--- src/rtl/sram_march_bist_ctrl.sv ---
// March C- BIST sequencer driving one port of the 512x8 byte-mask SRAM macro.
// Issues one access per cycle, checks read data two edges later and records the first failure.
module sram_march_bist_ctrl #(
  parameter int                DATA_W     = 8,
  parameter int                ADDR_W     = 9,
  parameter logic [DATA_W-1:0] BACKGROUND = '0,
  parameter int                ERRCNT_W   = 16
) (
  input  logic                CLK,
  input  logic                RST,
  input  logic                START,
  input  logic [DATA_W-1:0]   DOUT,
  output logic                BIST_EN,
  output logic                BIST_MEN,
  output logic                BIST_WEN,
  output logic                BIST_REN,
  output logic [ADDR_W-1:0]   BIST_ADDR,
  output logic [DATA_W-1:0]   BIST_DIN,
  output logic [DATA_W-1:0]   BIST_BM,
  output logic                BUSY,
  output logic                DONE,
  output logic                FAIL,
  output logic [ADDR_W-1:0]   FAIL_ADDR,
  output logic [2:0]          FAIL_ELEM,
  output logic [DATA_W-1:0]   FAIL_DATA,
  output logic [ERRCNT_W-1:0] ERR_CNT
);

  localparam logic [ADDR_W-1:0] ADDR_MAX = '1;
  localparam logic [ADDR_W-1:0] ADDR_ONE = ADDR_W'(1);

  typedef enum logic [1:0] {S_IDLE, S_RUN, S_DRAIN, S_DONE} state_t;

  state_t              state;
  logic [2:0]          cur_elem;
  logic                cur_op;
  logic [ADDR_W-1:0]   cur_addr;

  logic [2:0]          nxt_elem;
  logic                nxt_op;
  logic [ADDR_W-1:0]   nxt_addr;
  logic                seq_end;
  logic                two_ops;
  logic                down;
  logic                elem_last_addr;

  logic                issue;
  logic [2:0]          acc_elem;
  logic                acc_op;
  logic [ADDR_W-1:0]   acc_addr;
  logic                acc_read;
  logic [DATA_W-1:0]   acc_exp;
  logic [DATA_W-1:0]   acc_wdata;

  logic                p1_v, p2_v;
  logic [DATA_W-1:0]   p1_exp, p2_exp;
  logic [ADDR_W-1:0]   p1_addr, p2_addr;
  logic [2:0]          p1_elem, p2_elem;

  // Step the (element, op, address) pointer of the access currently on the bus.
  always_comb begin
    two_ops        = (cur_elem != 3'd0) && (cur_elem != 3'd5);
    down           = (cur_elem == 3'd3) || (cur_elem == 3'd4);
    elem_last_addr = down ? (cur_addr == '0) : (cur_addr == ADDR_MAX);
    nxt_elem       = cur_elem;
    nxt_op         = 1'b0;
    nxt_addr       = cur_addr;
    seq_end        = 1'b0;
    if (two_ops && !cur_op) begin
      nxt_op = 1'b1;
    end else if (elem_last_addr) begin
      if (cur_elem == 3'd5) begin
        seq_end = 1'b1;
      end else begin
        nxt_elem = cur_elem + 3'd1;
        nxt_addr = ((cur_elem + 3'd1 == 3'd3) || (cur_elem + 3'd1 == 3'd4)) ? ADDR_MAX : '0;
      end
    end else begin
      nxt_addr = down ? (cur_addr - ADDR_ONE) : (cur_addr + ADDR_ONE);
    end
  end

  // The access to register this edge: the first one on START, otherwise the next in sequence.
  always_comb begin
    issue     = 1'b0;
    acc_elem  = 3'd0;
    acc_op    = 1'b0;
    acc_addr  = '0;
    if (state == S_RUN) begin
      issue    = !seq_end;
      acc_elem = nxt_elem;
      acc_op   = nxt_op;
      acc_addr = nxt_addr;
    end else if ((state == S_IDLE) || (state == S_DONE)) begin
      issue = START;
    end
    acc_read  = (acc_elem != 3'd0) && !acc_op;
    acc_exp   = ((acc_elem == 3'd2) || (acc_elem == 3'd4)) ? ~BACKGROUND : BACKGROUND;
    acc_wdata = ((acc_elem == 3'd1) || (acc_elem == 3'd3)) ? ~BACKGROUND : BACKGROUND;
  end

  always_ff @(posedge CLK) begin
    if (RST) begin
      state     <= S_IDLE;
      cur_elem  <= 3'd0;
      cur_op    <= 1'b0;
      cur_addr  <= '0;
      BIST_EN   <= 1'b0;
      BIST_MEN  <= 1'b0;
      BIST_WEN  <= 1'b0;
      BIST_REN  <= 1'b0;
      BIST_ADDR <= '0;
      BIST_DIN  <= '0;
      BIST_BM   <= '0;
      BUSY      <= 1'b0;
      DONE      <= 1'b0;
      FAIL      <= 1'b0;
      FAIL_ADDR <= '0;
      FAIL_ELEM <= 3'd0;
      FAIL_DATA <= '0;
      ERR_CNT   <= '0;
      p1_v      <= 1'b0;
      p1_exp    <= '0;
      p1_addr   <= '0;
      p1_elem   <= 3'd0;
      p2_v      <= 1'b0;
      p2_exp    <= '0;
      p2_addr   <= '0;
      p2_elem   <= 3'd0;
    end else begin
      // Two-stage compare pipeline: macro samples the read one edge later, DOUT is checked the next.
      p1_v    <= issue && acc_read;
      p1_exp  <= acc_exp;
      p1_addr <= acc_addr;
      p1_elem <= acc_elem;
      p2_v    <= p1_v;
      p2_exp  <= p1_exp;
      p2_addr <= p1_addr;
      p2_elem <= p1_elem;

      if (p2_v && (DOUT != p2_exp)) begin
        FAIL <= 1'b1;
        if (ERR_CNT != '1) ERR_CNT <= ERR_CNT + ERRCNT_W'(1);
        if (!FAIL) begin
          FAIL_ADDR <= p2_addr;
          FAIL_ELEM <= p2_elem;
          FAIL_DATA <= DOUT ^ p2_exp;
        end
      end

      BIST_MEN  <= 1'b0;
      BIST_WEN  <= 1'b0;
      BIST_REN  <= 1'b0;
      BIST_ADDR <= '0;
      BIST_DIN  <= '0;
      BIST_BM   <= '0;
      if (issue) begin
        BIST_MEN  <= 1'b1;
        BIST_WEN  <= !acc_read;
        BIST_REN  <= acc_read;
        BIST_ADDR <= acc_addr;
        BIST_DIN  <= acc_read ? '0 : acc_wdata;
        BIST_BM   <= acc_read ? '0 : '1;
        cur_elem  <= acc_elem;
        cur_op    <= acc_op;
        cur_addr  <= acc_addr;
      end

      case (state)
        S_IDLE, S_DONE: begin
          if (START) begin
            state     <= S_RUN;
            BUSY      <= 1'b1;
            BIST_EN   <= 1'b1;
            DONE      <= 1'b0;
            FAIL      <= 1'b0;
            FAIL_ADDR <= '0;
            FAIL_ELEM <= 3'd0;
            FAIL_DATA <= '0;
            ERR_CNT   <= '0;
          end
        end
        S_RUN: begin
          if (seq_end) state <= S_DRAIN;
        end
        S_DRAIN: begin
          state   <= S_DONE;
          BUSY    <= 1'b0;
          BIST_EN <= 1'b0;
          DONE    <= 1'b1;
        end
        default: state <= S_IDLE;
      endcase
    end
  end

endmodule

--- config.mk ---
export PLATFORM = sky130hd
export DESIGN_NAME = sram_march_bist_ctrl
export DESIGN_NICKNAME = d
export VERILOG_FILES = /design/src/rtl/sram_march_bist_ctrl.sv
export SDC_FILE = /design/constraint.sdc
export NUM_CORES = 1
export LEC_CHECK = 0
export CELL_PAD_IN_SITES_DETAIL_PLACEMENT = 1
export CELL_PAD_IN_SITES_GLOBAL_PLACEMENT = 2
export CORE_UTILIZATION = 34
export CTS_CLUSTER_DIAMETER = 40
export DETAILED_ROUTE_END_ITERATION = 10
export GPL_ROUTABILITY_DRIVEN = 0
export MAX_ROUTING_LAYER = met4
export PLACE_DENSITY = 0.85
export SYNTH_ARGS = -nofsm -noshare
export SYNTH_HDL_FRONTEND = slang
export SYNTH_SLANG_ARGS = --single-unit
--- constraint.sdc ---
create_clock -name CLK -period 5.7 [get_ports CLK]
set_clock_uncertainty 0.15 [all_clocks]
set_input_delay 1.14 -clock CLK [delete_from_list [all_inputs] [get_ports CLK]]
set_output_delay 1.14 -clock CLK [all_outputs]
set_load 0.005 [all_outputs]
# ---- After elaboration in Yosys (flattened, before gate mapping)
# Index checks and enable logic that the tools add are counted.
dict set report classes {
  add_sub_neg 4
  eq_ne 18
  muxes 48
  bitwise 2
  n_reduce_logical 24
}
# op n
set ops {}
lappend ops {{9-bit 2-to-1 mux} 10}
lappend ops {{16-bit 2-to-1 mux} 4}
lappend ops {{8-bit 2-to-1 mux} 7}
lappend ops {{3-bit 2-to-1 mux} 8}
lappend ops {{16-bit by 1-bit adder with 16-bit output (second input constant)} 1}
lappend ops {{16-bit inequality test (second input constant)} 1}
lappend ops {{1-bit 2-to-1 mux} 14}
lappend ops {{3-bit by 2-bit equality test with 1-bit output (second input constant)} 4}
lappend ops {{3-bit equality test (second input constant)} 4}
lappend ops {{9-bit by 1-bit adder with 9-bit output (second input constant)} 1}
lappend ops {{9-bit equality test (second input constant)} 1}
lappend ops {{9-bit zero test} 1}
lappend ops {{9-bit by 1-bit subtractor with 9-bit output (second input constant)} 1}
lappend ops {{8-bit inequality test} 1}
lappend ops {{8-bit bitwise XOR} 1}
lappend ops {{2-bit one-hot mux with 3 select lines} 1}
lappend ops {{3-bit nonzero test} 2}
lappend ops {{1-bit logical AND} 5}
lappend ops {{1-bit logical OR} 5}
lappend ops {{2-bit equality test (second input constant)} 2}
lappend ops {{1-bit zero test} 4}
lappend ops {{2-bit 2-to-1 mux} 2}
lappend ops {{2-bit inequality test (second input constant)} 2}
lappend ops {{1-bit one-hot mux with 2 select lines} 2}
lappend ops {{other kinds (10)} 12}
dict set report word_totals {
  ff_bits 124
  input_bits 11
  word_cells 121
}

# ---- Depth between registers and ports, before layout
dict set report logic_depth {
  ltp_word 9
  mapped_depth 11
  ltp_nobuf 11
}

# ---- Worst setup path after synthesis
# No wires, ideal clock.
dict set report synth_path {
  path_kind {flip-flop to flip-flop}
  start {register cur_elem[0]}
  end {register p1_exp[6]}
  setup_time_ns 0.073
  t_arrival_ns 2.792
  required_time_ns 5.477
  path_slack_ns 2.685
  stages_incl_launch_ff 10
  path_buffers 1
  period_less_slack_ns 3.015
  cell_sequence {dfxtp_1 inv_1 ha_1 mux2_4 or4_4 buf_6 a211oi_4 mux2i_1 mux2_4 nor3_2}
}
dict set report synth_via {
  elab_chain_len 9
}
# item line
set synth_rtl {}
lappend synth_rtl {{from (decl)} 35} ;# logic [2:0] cur_elem;
lappend synth_rtl {{from (signal assigned)} 164} ;# cur_elem <= acc_elem;
lappend synth_rtl {{branches (longest 4 deep; another with 3-bit by 1-bit adder with 3-bit output)} --}
lappend synth_rtl {{3-bit 2-to-1 mux (*)} 69} ;# if (two_ops && !cur_op) begin
lappend synth_rtl {{3-bit 2-to-1 mux (*)} 89} ;# if (state == S_RUN) begin
lappend synth_rtl {{3-bit by 2-bit equality test with 1-bit output or 3-bit equality test (tied branches)} 98} ;# acc_exp = ((acc_elem == 3'd2) || (acc_elem == 3'd4)) ? ~BACKGROUND : BACKGROUND;
lappend synth_rtl {{1-bit logical OR (*)} 98}
lappend synth_rtl {{8-bit 2-to-1 mux (*)} 98}
lappend synth_rtl {{to (signal assigned)} 133} ;# p1_exp <= acc_exp;
lappend synth_rtl {{to (decl)} 56} ;# logic [DATA_W-1:0] p1_exp, p2_exp;
# Mark *: on every way between the ends.
# A chain may end at the register's enable or synchronous reset.

# ---- Worst setup path in the final report
dict set report layout_path {
  start {input port DOUT[2]}
  end {register FAIL_DATA[0]}
}
dict set report layout_via {
  elab_chain_len 5
}
# item line
set layout_rtl {}
lappend layout_rtl {{from (decl)} 12} ;# input logic [DATA_W-1:0] DOUT,
lappend layout_rtl {{8-bit inequality test (*)} 141} ;# if (p2_v && (DOUT != p2_exp)) begin
lappend layout_rtl {{1-bit logical AND (*)} 141}
lappend layout_rtl {{8-bit 2-to-1 mux (*)} 141}
lappend layout_rtl {{8-bit 2-to-1 mux} 171} ;# if (START) begin
lappend layout_rtl {{8-bit 2-to-1 mux (*)} 169} ;# case (state)
lappend layout_rtl {{to (signal assigned)} 147} ;# FAIL_DATA <= DOUT ^ p2_exp;
lappend layout_rtl {{to (decl)} 25} ;# output logic [DATA_W-1:0] FAIL_DATA,
# Mark *: on every way between the ends. The rest lies on a longest branch, timed or not.

==> results.md <==
* Status: finished clean
* Max-capacitance violation count at 0
* Hold Buf Count CTS at 0
* Overflow left after global routing at 0
* Arrival time worst endpoint at 3610 ps
* Internal power at 1190 uW
* Cells resized by post-CTS repair at 0
* Net count of the finished layout at around 590
* Number of antenna violations at the first check in global routing at 0
* Final Hold Violating Endpoints at 0
* Wire length of the first global-routing pass at 18800 um
* Cell accounting for the most synthesized area: sky130_fd_sc_hd__dfxtp_1
* Commonest cells in the netlist: sky130_fd_sc_hd__dfxtp_1 (95), sky130_fd_sc_hd__nor2_1 (50), sky130_fd_sc_hd__nand2_1 (48), sky130_fd_sc_hd__a21oi_1 (36)
* Average wire length per cell after detail routing at 15.5 um
* Placement Cell Area at between 0.005 and 0.006 sq mm
* Share of the synthesized area in compound gates (AO/OA/AOI/OAI) at 16.0%
* Highest net fanout along the worst path at 16
* Number of standard-cell rows in the floorplan at 41
* Min Clock Period, post-route at around 3500 ps
* Cts bufs inserted at 9
* Pwr Density at 298 mW/mm^2
* Layout cells sized above 1 at 6.21%
* Final Max Slew Viols at 0
* DRC Markers at 0
* Worst Path Required at 5810 ps
* Length of routed wiring on met1 at 5130 um
* Xor and xnor fraction of the mapped netlist area at 4.74%
* Number of violations reported at the end of detailed-routing iteration 0 at 166
* Overall die width at 116 um
* Final cycle utilization of the critical path at a little over 60%
* TritonRoute pass-1 iters at 4
* Met3 Wirelength at 396 um
* Library cell with the highest instance count after synthesis: sky130_fd_sc_hd__dfxtp_1
* Worst IR drop on VDD at 0.190 mV
* Met2 wirelength from detailed routing at roughly 5700 um
* Reg clk slew, reported paths at 70 ps
* CTS tree: built
* Number of top-level pins at just under 80
* Register area share after synthesis at 42.9%
* Least setup slack across all paths after layout at around 2200 ps
* Combinational fraction of design power at ~19%
* Part of the power in the clock network at 38.4%
* Post-detailed-routing wire length at approximately 11000 um
* Endpoints failing setup at 0
* Vias in the first global route at 3810
* Setup crit end kind: flop
* FFs w/ async S/R, synth at 0%
* Area fraction in and, or, nand and nor cells after synthesis at 22.8%
* Antenna diodes at 0
* Die outline height at 116 um
* Clock net sink count at 95
* Synth Net Count at 529
* Number of setup buffers added after CTS at 0
* Root buffer cell: sky130_fd_sc_hd__clkbuf_16
* Fill cell count at approximately 1.5k
* Class of the most critical setup path: input port to flop
* Vias/cell at between 5 and 6
* Post-synth EDFFs at 0
* Total number of H-tree levels at 3
* Post-synth top area share at a little over two fifths
* Synth warn at 0
* Placement Setup Slack at 1820 ps
* Core Region at between 0.01 and 0.015 sq mm
* Cells after synthesis at 501
* Buffers on Ports at a little under 80
* Area share of fa/ha/maj cells after synthesis at 4.96%
* Max Used Layer: met4
* Largest family of logic cells by synthesized area: simple AND/OR/NAND/NOR gates
* CTS max path bufs at 2
* Share of cell area taken by muxes after synthesis at 2.51%
* GR Util All Layers at 18.4%
* Synth-to-layout area growth at 25.6%
* Final Instance Area at 0.00557 sq mm
* Switching Fraction at 28.5%
* Leak at ~0.002 uW
* Maximum achievable frequency at 0.285 GHz
* Count of distinct cell types in the synthesized netlist at 65
* Initial core utilization at 35.0%
* Cell types with the largest area share after synthesis: sky130_fd_sc_hd__dfxtp_1 (43%), sky130_fd_sc_hd__ha_1 (4.5%), sky130_fd_sc_hd__nor2_1 (4.2%), sky130_fd_sc_hd__xnor2_1 (4.1%), sky130_fd_sc_hd__a21oi_1 (4.1%)
* Transition time at the pin with the least slew margin at roughly 1200 ps
* Mean Syn Cell Area at ~9 sq um
* Area of the die at 0.0135 sq mm
* Worst slew margin relative to its limit at 18.8%
* Number of synthesized register bits at 95
* Maximum number of pins on one net before global-route repair at 38
* Clock latency of the later-clocked register in the worst-skew pair at 350 ps
* Flop pwr share at 43.1%
* Post-DP HPWL at 8550 um
* Sum of negative setup slack at 0 ps
* Most frequently used flop master after synthesis: sky130_fd_sc_hd__dfxtp_1
* Number of antenna-violating nets in the routed design at 0
* Unrepaired setup endpoints after global routing: false
* Synthesized area at 0.00444 sq mm
* Vias after detailed routing at 3739
* Worst setup SP type: input port
* Net switching power at 472 uW
* Class of the worst hold path: flop to flop
-- registers in the layout, summed over array words and instances (netlist names), 2 cells and up --
register	count
BIST_ADDR	9
state	2
ERR_CNT	16
p1_elem	3
cur_elem	3
p1_addr	9
p2_addr	9
FAIL_DATA	8
p2_elem	3
FAIL_ELEM	3
FAIL_ADDR	9
cur_addr	9
-- routing by layer --
metal / vias to the layer above / GRT usage, %
li1: 1867 / -
met1: 1806 / 21.5
met2: 54 / 31.5
met3: 12 / 4.31
met4: 0 / 4.96
met5: - / -
-- power by group through the flow --
stage | sequential (uW) | clock (uW) | combinational [uW]
floorplan | 728 | 0 | 207
global placement | 730 | 0 | 305
detailed placement | 732 | 0 | 310
CTS | 716 | 657 | 312
global route | 721 | 678 | 340
finish | 716 | 637 | 307
-- layout by cell type (no fill, tap or decap), types with 4 or more instances in the layout --
master | Yosys | final
sky130_fd_sc_hd__a211oi_1 | 13 | 13
sky130_fd_sc_hd__a21o_1 | 5 | 5
sky130_fd_sc_hd__a21oi_1 | 36 | 36
sky130_fd_sc_hd__and2_1 | 4 | 4
sky130_fd_sc_hd__and4_1 | 4 | 4
sky130_fd_sc_hd__clkbuf_16 | 0 | 9
sky130_fd_sc_hd__clkdlybuf4s50_1 | 0 | 78
sky130_fd_sc_hd__dfxtp_1 | 95 | 95
sky130_fd_sc_hd__ha_1 | 16 | 16
sky130_fd_sc_hd__inv_1 | 17 | 17
sky130_fd_sc_hd__mux2i_1 | 7 | 7
sky130_fd_sc_hd__nand2_1 | 48 | 48
sky130_fd_sc_hd__nand2b_1 | 5 | 5
sky130_fd_sc_hd__nand3_1 | 12 | 12
sky130_fd_sc_hd__nand4_1 | 5 | 5
sky130_fd_sc_hd__nor2_1 | 50 | 50
sky130_fd_sc_hd__nor2b_1 | 21 | 21
sky130_fd_sc_hd__nor3_1 | 18 | 18
sky130_fd_sc_hd__nor4_1 | 11 | 11
sky130_fd_sc_hd__o211ai_1 | 6 | 6
sky130_fd_sc_hd__o21a_1 | 5 | 5
sky130_fd_sc_hd__o21ai_0 | 6 | 6
sky130_fd_sc_hd__o21ai_1 | 4 | 4
sky130_fd_sc_hd__or3_1 | 4 | 4
sky130_fd_sc_hd__xnor2_1 | 21 | 21
-- final timing paths --
| check | startpoint | slack (ps) | endpoint | cells after the start |
|---|---|---|---|---|
| max | DOUT[2] | 2190 | FAIL_DATA[0]$_SDFF_PP0_ | 8 |
| min | p1_addr[3]$_SDFF_PP0_ | 290 | p2_addr[3]$_SDFF_PP0_ | 1 |
| max reg2reg | cur_elem[0]$_SDFFE_PP0P_ | 2220 | cur_addr[1]$_SDFFE_PP0P_ | 8 |
| min reg2reg | p1_addr[3]$_SDFF_PP0_ | 290 | p2_addr[3]$_SDFF_PP0_ | 1 |
-- area by class of cell --
type / instances / area, sq um / area share (%)
multi-input combinational: 354 / 2260 / 40.6
clock inverter: 7 / 95.1 / 1.71
tap: 172 / 215 / 3.86
sequential: 95 / 1900 / 34.1
timing repair buffer: 81 / 803 / 14.4
inverter: 18 / 67.6 / 1.21
clock buffer: 9 / 225 / 4.04
-- cell families after synthesis --
kind of cell	Yosys count
AOI/OAI and AO/OA	104
xor gates and xnor gates	24
adders and majority gates	17
buffers and inverters	52
DFF	95
muxes	10
and+or+nand+nor	199
-- critical path, cell delays in order --
cell                              delay [ps]
sky130_fd_sc_hd__clkdlybuf4s50_1         460
sky130_fd_sc_hd__and4_1                  220
sky130_fd_sc_hd__mux2i_1                 190
sky130_fd_sc_hd__o21ai_1                 280
sky130_fd_sc_hd__nor2_1                  700
sky130_fd_sc_hd__buf_4                   330
sky130_fd_sc_hd__nor2_1                   60
sky130_fd_sc_hd__a211oi_1                220
-- through the flow --
| step | instances | hold slack [ps] | total power (uW) | util [%] |
|---|---|---|---|---|
| floorplan | 501 | 264 | 934 | - |
| global placement | 720 | 265 | 1040 | 41.4 |
| detailed placement | 720 | 276 | 1040 | 41.4 |
| CTS | 736 | 287 | 1680 | 44.0 |
| global route | 736 | 310 | 1740 | 44.0 |
| finish | 736 | 290 | 1660 | 44.0 |
Note: power is estimated with default switching activity, not from simulation.
